### config.mk
export PLATFORM = sky130hd
export DESIGN_NAME = stat_pipe
export DESIGN_NICKNAME = d
export VERILOG_FILES = /design/src/rtl/y86_pkg.sv /design/src/rtl/stat_stage_reg.sv /design/src/rtl/stat_pipe.sv
export SDC_FILE = /design/constraint.sdc
export NUM_CORES = 1
export LEC_CHECK = 0
export CAP_MARGIN = 0
export CORE_MARGIN = 1
export CORE_UTILIZATION = 40
export CTS_CLUSTER_SIZE = 24
export DETAILED_ROUTE_END_ITERATION = 12
export DONT_BUFFER_PORTS = 1
export PLACE_DENSITY_LB_ADDON = 0.3
export SLEW_MARGIN = 25
export SYNTH_ARGS = -nofsm -noshare
export SYNTH_HDL_FRONTEND = slang
export SYNTH_SLANG_ARGS = --single-unit
export TNS_END_PERCENT = 30
### constraint.sdc
create_clock -name clk -period 1.9 [get_ports clk]
set_clock_uncertainty 0.1 [all_clocks]
set_input_delay 0.285 -clock clk [delete_from_list [all_inputs] [get_ports clk]]
set_output_delay 0.285 -clock clk [all_outputs]
set_load 0.02 [all_outputs]
### src/rtl/y86_pkg.sv
// Shared Y86 status/icode definitions for the status-tracking pipeline.
package y86_pkg;
  typedef enum logic [2:0] {
    STAT_AOK = 3'd1,
    STAT_HLT = 3'd2,
    STAT_ADR = 3'd3,
    STAT_INS = 3'd4
  } stat_e;

  localparam logic [3:0] I_HALT = 4'h0;
  localparam logic [3:0] I_NOP  = 4'h1;

  typedef struct packed {
    stat_e      stat;
    logic [3:0] icode;
  } stage_stat_t;

  localparam stage_stat_t BUBBLE = '{stat: STAT_AOK, icode: I_NOP};
endpackage

### src/rtl/stat_stage_reg.sv
// One {stat, icode} pipeline register; stall has priority over bubble.
module stat_stage_reg
  import y86_pkg::*;
#(
  parameter int ICODE_W = 4,
  parameter int STAT_W  = 3
) (
  input  logic               clk,
  input  logic               rst,
  input  logic               i_stall,
  input  logic               i_bubble,
  input  logic [STAT_W-1:0]  i_stat,
  input  logic [ICODE_W-1:0] i_icode,
  output logic [STAT_W-1:0]  o_stat,
  output logic [ICODE_W-1:0] o_icode
);
  localparam logic [STAT_W-1:0]  BUB_STAT  = STAT_W'(STAT_AOK);
  localparam logic [ICODE_W-1:0] BUB_ICODE = ICODE_W'(I_NOP);

  logic [STAT_W-1:0]  r_stat;
  logic [ICODE_W-1:0] r_icode;

  always_ff @(posedge clk or posedge rst) begin
    if (rst) begin
      r_stat  <= BUB_STAT;
      r_icode <= BUB_ICODE;
    end else if (i_stall) begin
      r_stat  <= r_stat;
      r_icode <= r_icode;
    end else if (i_bubble) begin
      r_stat  <= BUB_STAT;
      r_icode <= BUB_ICODE;
    end else begin
      r_stat  <= i_stat;
      r_icode <= i_icode;
    end
  end

  assign o_stat  = r_stat;
  assign o_icode = r_icode;
endmodule

### src/rtl/stat_pipe.sv
// Y86 status pipeline D/E/M/W with exception controls and monitor outputs.
// Optional retired-instruction counter: define STAT_PIPE_RETIRE_CNT_EN.
module stat_pipe
  import y86_pkg::*;
#(
  parameter int ICODE_W = 4,
  parameter int STAT_W  = 3
) (
  input  logic               clk,
  input  logic               rst,
  input  logic [ICODE_W-1:0] f_icode,
  input  logic               f_instr_valid,
  input  logic               f_imem_error,
  input  logic               m_dmem_error,
  input  logic               d_stall,
  input  logic               d_bubble,
  input  logic               e_bubble,
  output logic               memory_error,
  output logic               instr_valid,
  output logic               halt,
  output logic [ICODE_W-1:0] icode,
  output logic               m_bubble,
  output logic               cc_inhibit,
  output logic               f_freeze,
  output logic               w_stall
`ifdef STAT_PIPE_RETIRE_CNT_EN
  ,
  output logic [31:0]        retire_cnt
`endif
);
  localparam int STAGES = 4;
  localparam int SD = 0, SE = 1, SM = 2, SW = 3;
  localparam logic [STAT_W-1:0]  S_AOK = STAT_W'(STAT_AOK);
  localparam logic [STAT_W-1:0]  S_HLT = STAT_W'(STAT_HLT);
  localparam logic [STAT_W-1:0]  S_ADR = STAT_W'(STAT_ADR);
  localparam logic [STAT_W-1:0]  S_INS = STAT_W'(STAT_INS);
  localparam logic [ICODE_W-1:0] C_HALT = ICODE_W'(I_HALT);
  localparam logic [ICODE_W-1:0] C_NOP  = ICODE_W'(I_NOP);

  logic [STAT_W-1:0]                w_f_stat;
  logic [STAT_W-1:0]                w_m_stat;
  logic [STAGES-1:0][STAT_W-1:0]    w_in_stat;
  logic [STAGES-1:0][ICODE_W-1:0]   w_in_icode;
  logic [STAGES-1:0][STAT_W-1:0]    w_q_stat;
  logic [STAGES-1:0][ICODE_W-1:0]   w_q_icode;
  logic [STAGES-1:0]                w_stall_v;
  logic [STAGES-1:0]                w_bubble_v;

  always_comb begin
    if (f_imem_error)        w_f_stat = S_ADR;
    else if (!f_instr_valid) w_f_stat = S_INS;
    else if (f_icode == C_HALT) w_f_stat = S_HLT;
    else                     w_f_stat = S_AOK;
  end

  // A data-memory fault overrides whatever status the M instruction carried.
  assign w_m_stat = m_dmem_error ? S_ADR : w_q_stat[SM];

  assign w_in_stat  = {w_m_stat, w_q_stat[SE], w_q_stat[SD], w_f_stat};
  assign w_in_icode = {w_q_icode[SM], w_q_icode[SE], w_q_icode[SD], f_icode};
  assign w_stall_v  = {w_stall, 1'b0, 1'b0, d_stall};
  assign w_bubble_v = {1'b0, m_bubble, e_bubble, d_bubble};

  for (genvar g = 0; g < STAGES; g++) begin : g_stg
    stat_stage_reg #(.ICODE_W(ICODE_W), .STAT_W(STAT_W)) u_reg (
      .clk      (clk),
      .rst      (rst),
      .i_stall  (w_stall_v[g]),
      .i_bubble (w_bubble_v[g]),
      .i_stat   (w_in_stat[g]),
      .i_icode  (w_in_icode[g]),
      .o_stat   (w_q_stat[g]),
      .o_icode  (w_q_icode[g])
    );
  end

  assign w_stall    = (w_q_stat[SW] != S_AOK);
  assign m_bubble   = (w_m_stat != S_AOK) || w_stall;
  assign cc_inhibit = m_bubble;

  always_comb begin
    f_freeze = (w_f_stat != S_AOK);
    for (int i = 0; i < STAGES; i++)
      if (w_q_stat[i] != S_AOK) f_freeze = 1'b1;
  end

  assign memory_error = (w_q_stat[SW] == S_ADR);
  assign instr_valid  = (w_q_stat[SW] != S_INS);
  assign halt         = (w_q_stat[SW] == S_HLT);
  assign icode        = w_q_icode[SW];

`ifdef STAT_PIPE_RETIRE_CNT_EN
  logic [31:0] r_retire_cnt;

  always_ff @(posedge clk or posedge rst) begin
    if (rst)
      r_retire_cnt <= '0;
    else if (!w_stall && (w_m_stat == S_AOK) && (w_q_icode[SM] != C_NOP))
      r_retire_cnt <= r_retire_cnt + 32'd1;
  end

  assign retire_cnt = r_retire_cnt;
`endif
endmodule

* Word-level counts from Yosys, hierarchy flattened
Index checks and enable logic that the tools add are counted.
** Cells by class
- Equal/unequal tests :: 9
- Reduce and logical (&&, ||, !) cells :: 2
- Multiplexer cells :: 14
** Operator list (number)
- two-way mux 3 bit :: 6
- inequality test 3 x 1 -> 1 bit, second input constant :: 6
- two-way mux 4 bit :: 3
- == test 3 x 2 -> 1 bit, second input constant :: 2
- logical NOT 4 bit :: 1
- two-way mux 1 bit :: 4
- inequality test 3 bit, second input constant :: 1
- two-way mux 2 bit :: 1
- logical OR 1 bit :: 1
** Word-level totals
- Logic and storage cells :: 33
- Input port bits :: 12
- Output and inout bits :: 11
- Register bits :: 28

* Depth between registers and ports, before layout
- Word-level depth :: 9
- Mapped depth :: 5
- Depth with buffers taken out :: 3

* Hierarchy
From an unflattened synthesis, not the netlist that was laid out.
** Unflattened totals
- Cells, all modules :: 113
- Area total of the unflattened synthesis :: 1266.2 um^2
** Modules (own cells, without submodules)
- stat_stage_reg :: area an instance 279.0 um^2, cells an instance 23, sequential area each 177.7 um^2, instances 4
- stat_pipe :: area an instance 150.1 um^2, cells an instance 21, sequential area each 0.0 um^2, instances 1

* Worst setup path before layout
OpenSTA, ideal clock, no wires.
- Kind :: register to output
- Start :: reg g_stg[3].u_reg.r_stat[0]
- End :: out m_bubble
- Buffers on the path :: 2
- Stages on the path, launching flop included :: 6
- Slack :: -0.224 ns
- Data required time :: 1.515 ns
- Arrival :: 1.739 ns
- Cells stage by stage :: dfstp_2 > or3b_1 > buf_6 > nor4_4 > inv_1 > buf_4
** On the way
- Cells in the longest elaborated chain, start to end :: 2
** Ends and longest elaborated chain
- from (decl) :: RTL line stat_stage_reg.sv:20 : logic [STAT_W-1:0] r_stat;
- from (signal assigned) :: RTL line stat_stage_reg.sv:28 : r_stat <= r_stat;
- from (signal assigned) :: RTL line stat_stage_reg.sv:34 : r_stat <= i_stat;
- inequality test 3 x 1 -> 1 bit :: RTL line stat_pipe.sv:77 : assign w_stall = (w_q_stat[SW] != S_AOK);
- via w_stall :: RTL line stat_pipe.sv:25 : output logic w_stall
- logical OR 1 bit :: RTL line stat_pipe.sv:78 : assign m_bubble = (w_m_stat != S_AOK) || w_stall;
- to (decl) :: RTL line stat_pipe.sv:22 : output logic m_bubble,
The timed path passes the listed nets, and every way through them passes these cells.

* Worst setup path after layout
- Start :: reg g_stg[1].u_reg.r_stat[0]
- End :: out f_freeze
** On the way
- Cells in the longest elaborated chain, start to end :: 4
** Ends and longest elaborated chain
- from (decl) :: RTL line stat_stage_reg.sv:20
- from (signal assigned) :: RTL line stat_stage_reg.sv:28
- from (signal assigned) :: RTL line stat_stage_reg.sv:34
- inequality test 3 x 1 -> 1 bit :: RTL line stat_pipe.sv:84 : if (w_q_stat[i] != S_AOK) f_freeze = 1'b1;
- two-way mux 1 bit (3 in a row) :: RTL line stat_pipe.sv:84
- to (decl) :: RTL line stat_pipe.sv:24 : output logic f_freeze,
Every way passes these cells.

==> results.json <==
{
  "cts_buffers": 3,
  "io_buffers": 0,
  "clkTransAtPathRegs_ns": 0.15,
  "die_w_um": 54.6,
  "synth_edf_count": 0,
  "hold_violations": 0,
  "h-tree-depth": 1,
  "fmax_mhz": 445,
  "cp.required_ns": 1.51,
  "fp-row-count": 18,
  "core_area_mm2": 0.00254,
  "worstSetupStartpointType": "register",
  "clock_latency_ns": 0.32,
  "wl_per_cell_um": 12.9,
  "antenna_found_initial": 0,
  "synth_area_per_cell_um2": 13.2,
  "synth_seq_cells": 28,
  "synth.most_common_cell": "dfrtp_1",
  "routed_wl_mm": 1.73,
  "synth_ff_type": "dfrtp_1",
  "cap_violations": 0,
  "finalSetupViolations": 3,
  "period_share_pct": 118,
  "synth_top_family_by_area": "simple AND/OR/NAND/NOR gates",
  "violations": "negative setup slack",
  "area_growth_pct": 24.2,
  "tightest_slew_ns": 0.414,
  "postRouteAntennaNets": 0,
  "yosysWarnings": 0,
  "cts.sinks": 28,
  "fin_nets": 117,
  "muxShareOfSynthArea_pct": 4.07,
  "grt_pass1_vias": 703,
  "ys_seq_area_share_pct": 64.3,
  "worstHoldStart": "m_dmem_error",
  "hold_ws_ns": 0.0258,
  "place_hpwl_mm": 1.20,
  "root_buffer": "clkbuf_4",
  "start_util_pct": 43.5,
  "synth-compound-area-share_pct": 7.01,
  "hold_depth": 2,
  "grt_start_max_net_pins": 29,
  "chipHeight_um": 54.6,
  "synth_async_sr_flop_share_pct": 100,
  "hold_end": "g_stg[3].u_reg.o_stat[1]",
  "critPathKind": "reg -> out",
  "place_congestion": 0.698,
  "drc": 0,
  "synth_top_area_share_pct": 45.2,
  "fin_total_pwr_mw": 1.08,
  "worst_setup_path_end_kind": "primary output",
  "power_density_mw_per_mm2": 789,
  "synthTopCellsByCount": "dfrtp_1, dfstp_2, nor2b_1",
  "irDropWorstVdd_uv": 703,
  "num-fill-cells": 221,
  "drt_iter0_markers": 5,
  "postSynthCellCount": 84,
  "grt_pass1_wl_mm": 2.88,
  "syn-num-nets": 96,
  "rr_startpoint": "g_stg[3].u_reg.o_stat[0]",
  "slew_headroom_pct": 72.1,
  "yosys.cell_types.count": 30,
  "worst-r2r-setup-slack_ns": 0.20,
  "synth_area_leader_cell": "dfrtp_1",
  "synth_area_leaders": "dfrtp_1, dfstp_2, mux2_2",
  "synthXorXnorAreaFrac_pct": 0,
  "cts_tree": "built",
  "synthAdderAreaFrac_pct": 0,
  "via_per_inst": 5.02,
  "outcome": "finished with violations",
  "grtUsageTotal_pct": 14.1,
  "dr.pass1.iters": 2,
  "diodes": 0,
  "dieArea_mm2": 0.00298,
  "layout-drive-gt1-share_pct": 32.7,
  "grt_overflow": 0,
  "timing.final.crit_period_ns": 2.25,
  "rsz0062_at_grt": "true",
  "post_cts_buffers": 0,
  "cts_buffer_depth": 2,
  "critPathArrivalTime_ns": 1.86,
  "r2r_end": "g_stg[2].u_reg.o_stat[2]",
  "hold_path.class": "in -> reg",
  "synth-simple-area-share_pct": 21.9,
  "ioPinCount": 23,
  "power.leakage_nw": 0.623,
  "netlist_area_mm2": 0.00111,
  "crit_path_max_fanout": 2,
  "reg2reg_depth": 4,
  "dr_total_vias": 673,
  "setup_ws_ns": -0.346,
  "slew_violations": 0
}
[repair_timing]
| action | CTS | global route |
|---|---|---|
| gates resized for setup | 5 | 1 |
| endpoints found under the hold margin | 35 | 0 |
| setup endpoints to repair | 4 | 4 |
| hold buffers | 11 | 0 |
[routing by layer]
layer  vias up  track usage [%]  routed length [µm]
li1        330                -                   -
met1       319             15.0                 738
met2        24             25.1                 864
met3         0             6.67                 121
met4         0             2.56                   0
met5         -                0                   0
[report_power, final]
group          internal, mW  leakage, nW  switching, mW
logic                0.0436        0.240         0.0328
clock network         0.213       0.0279          0.164
registers             0.620        0.355         0.0112
total                 0.877        0.623          0.208
[final cells by class]
| class | count | area, µm² | area share (%) |
|---|---|---|---|
| clock buffers | 3 | 22.5 | 1.64 |
| clock inverters | 1 | 30.0 | 2.19 |
| inverters | 2 | 7.51 | 0.546 |
| multi-input cells | 51 | 392 | 28.5 |
| flip-flops and latches | 28 | 711 | 51.7 |
| well taps | 30 | 37.5 | 2.73 |
| repair buffers | 19 | 174 | 12.7 |
[critical path, stage by stage, from the launching register on]
cell	delay (ns)
dfstp_2	0.55
or4b_4	0.47
nor4b_4	0.23
nand4b_1	0.12
buf_4	0.17
[layout by cell type (no fill, tap or decap), types with 2 or more instances in the layout]
cell | netlist | layout
dfstp_2 | 8 | 8
nor2b_1 | 6 | 6
or2_2 | 3 | 3
nand2_1 | 4 | 4
buf_4 | 1 | 7
and2_1 | 5 | 5
dfrtp_1 | 20 | 20
nand2b_1 | 4 | 4
nor2_1 | 4 | 4
clkbuf_4 | 0 | 3
a22o_1 | 3 | 3
dlygate4sd3_1 | 0 | 11
mux2_2 | 4 | 4
a21oi_1 | 2 | 2
[kinds of logic (layout without fill, tap and decap cells)]
family	Yosys count	in the layout
and+or+nand+nor	37	37
muxes	4	4
DFF	28	28
buffers and inverters	5	25
AOI/OAI and AO/OA	10	10
[state kept, by name, indices dropped and copies added (netlist names)]
name / count
g_stg.u_reg.o_icode: 16
g_stg.u_reg.o_stat: 12
[stage by stage]
step | instances | cell area (µm²) | TNS [ns] | setup slack, ns | utilization [%]
floorplan | 84 | 1110 | -0.162 | -0.162 | -
global placement | 119 | 1180 | 0 | 0.0367 | 46.4
detailed placement | 119 | 1180 | -0.0581 | -0.0581 | 46.4
CTS | 134 | 1370 | -0.800 | -0.363 | 53.8
global route | 134 | 1370 | -1.03 | -0.439 | 54.0
finish | 134 | 1370 | -0.736 | -0.346 | 54.0
[how the worst max path moves through the flow]
stage                             startpoint        to  slack, ns  depth (start not counted)
floorplan           g_stg[3].u_reg.o_stat[0]  m_bubble      -0.16                          5
global placement    g_stg[1].u_reg.o_stat[0]  f_freeze       0.04                          4
detailed placement  g_stg[1].u_reg.o_stat[0]  f_freeze      -0.06                          4
CTS                 g_stg[1].u_reg.o_stat[0]  f_freeze      -0.36                          4
global route        g_stg[1].u_reg.o_stat[0]  f_freeze      -0.44                          4
finish              g_stg[1].u_reg.o_stat[0]  f_freeze      -0.35                          4
Power figures use the tool's default switching activity.
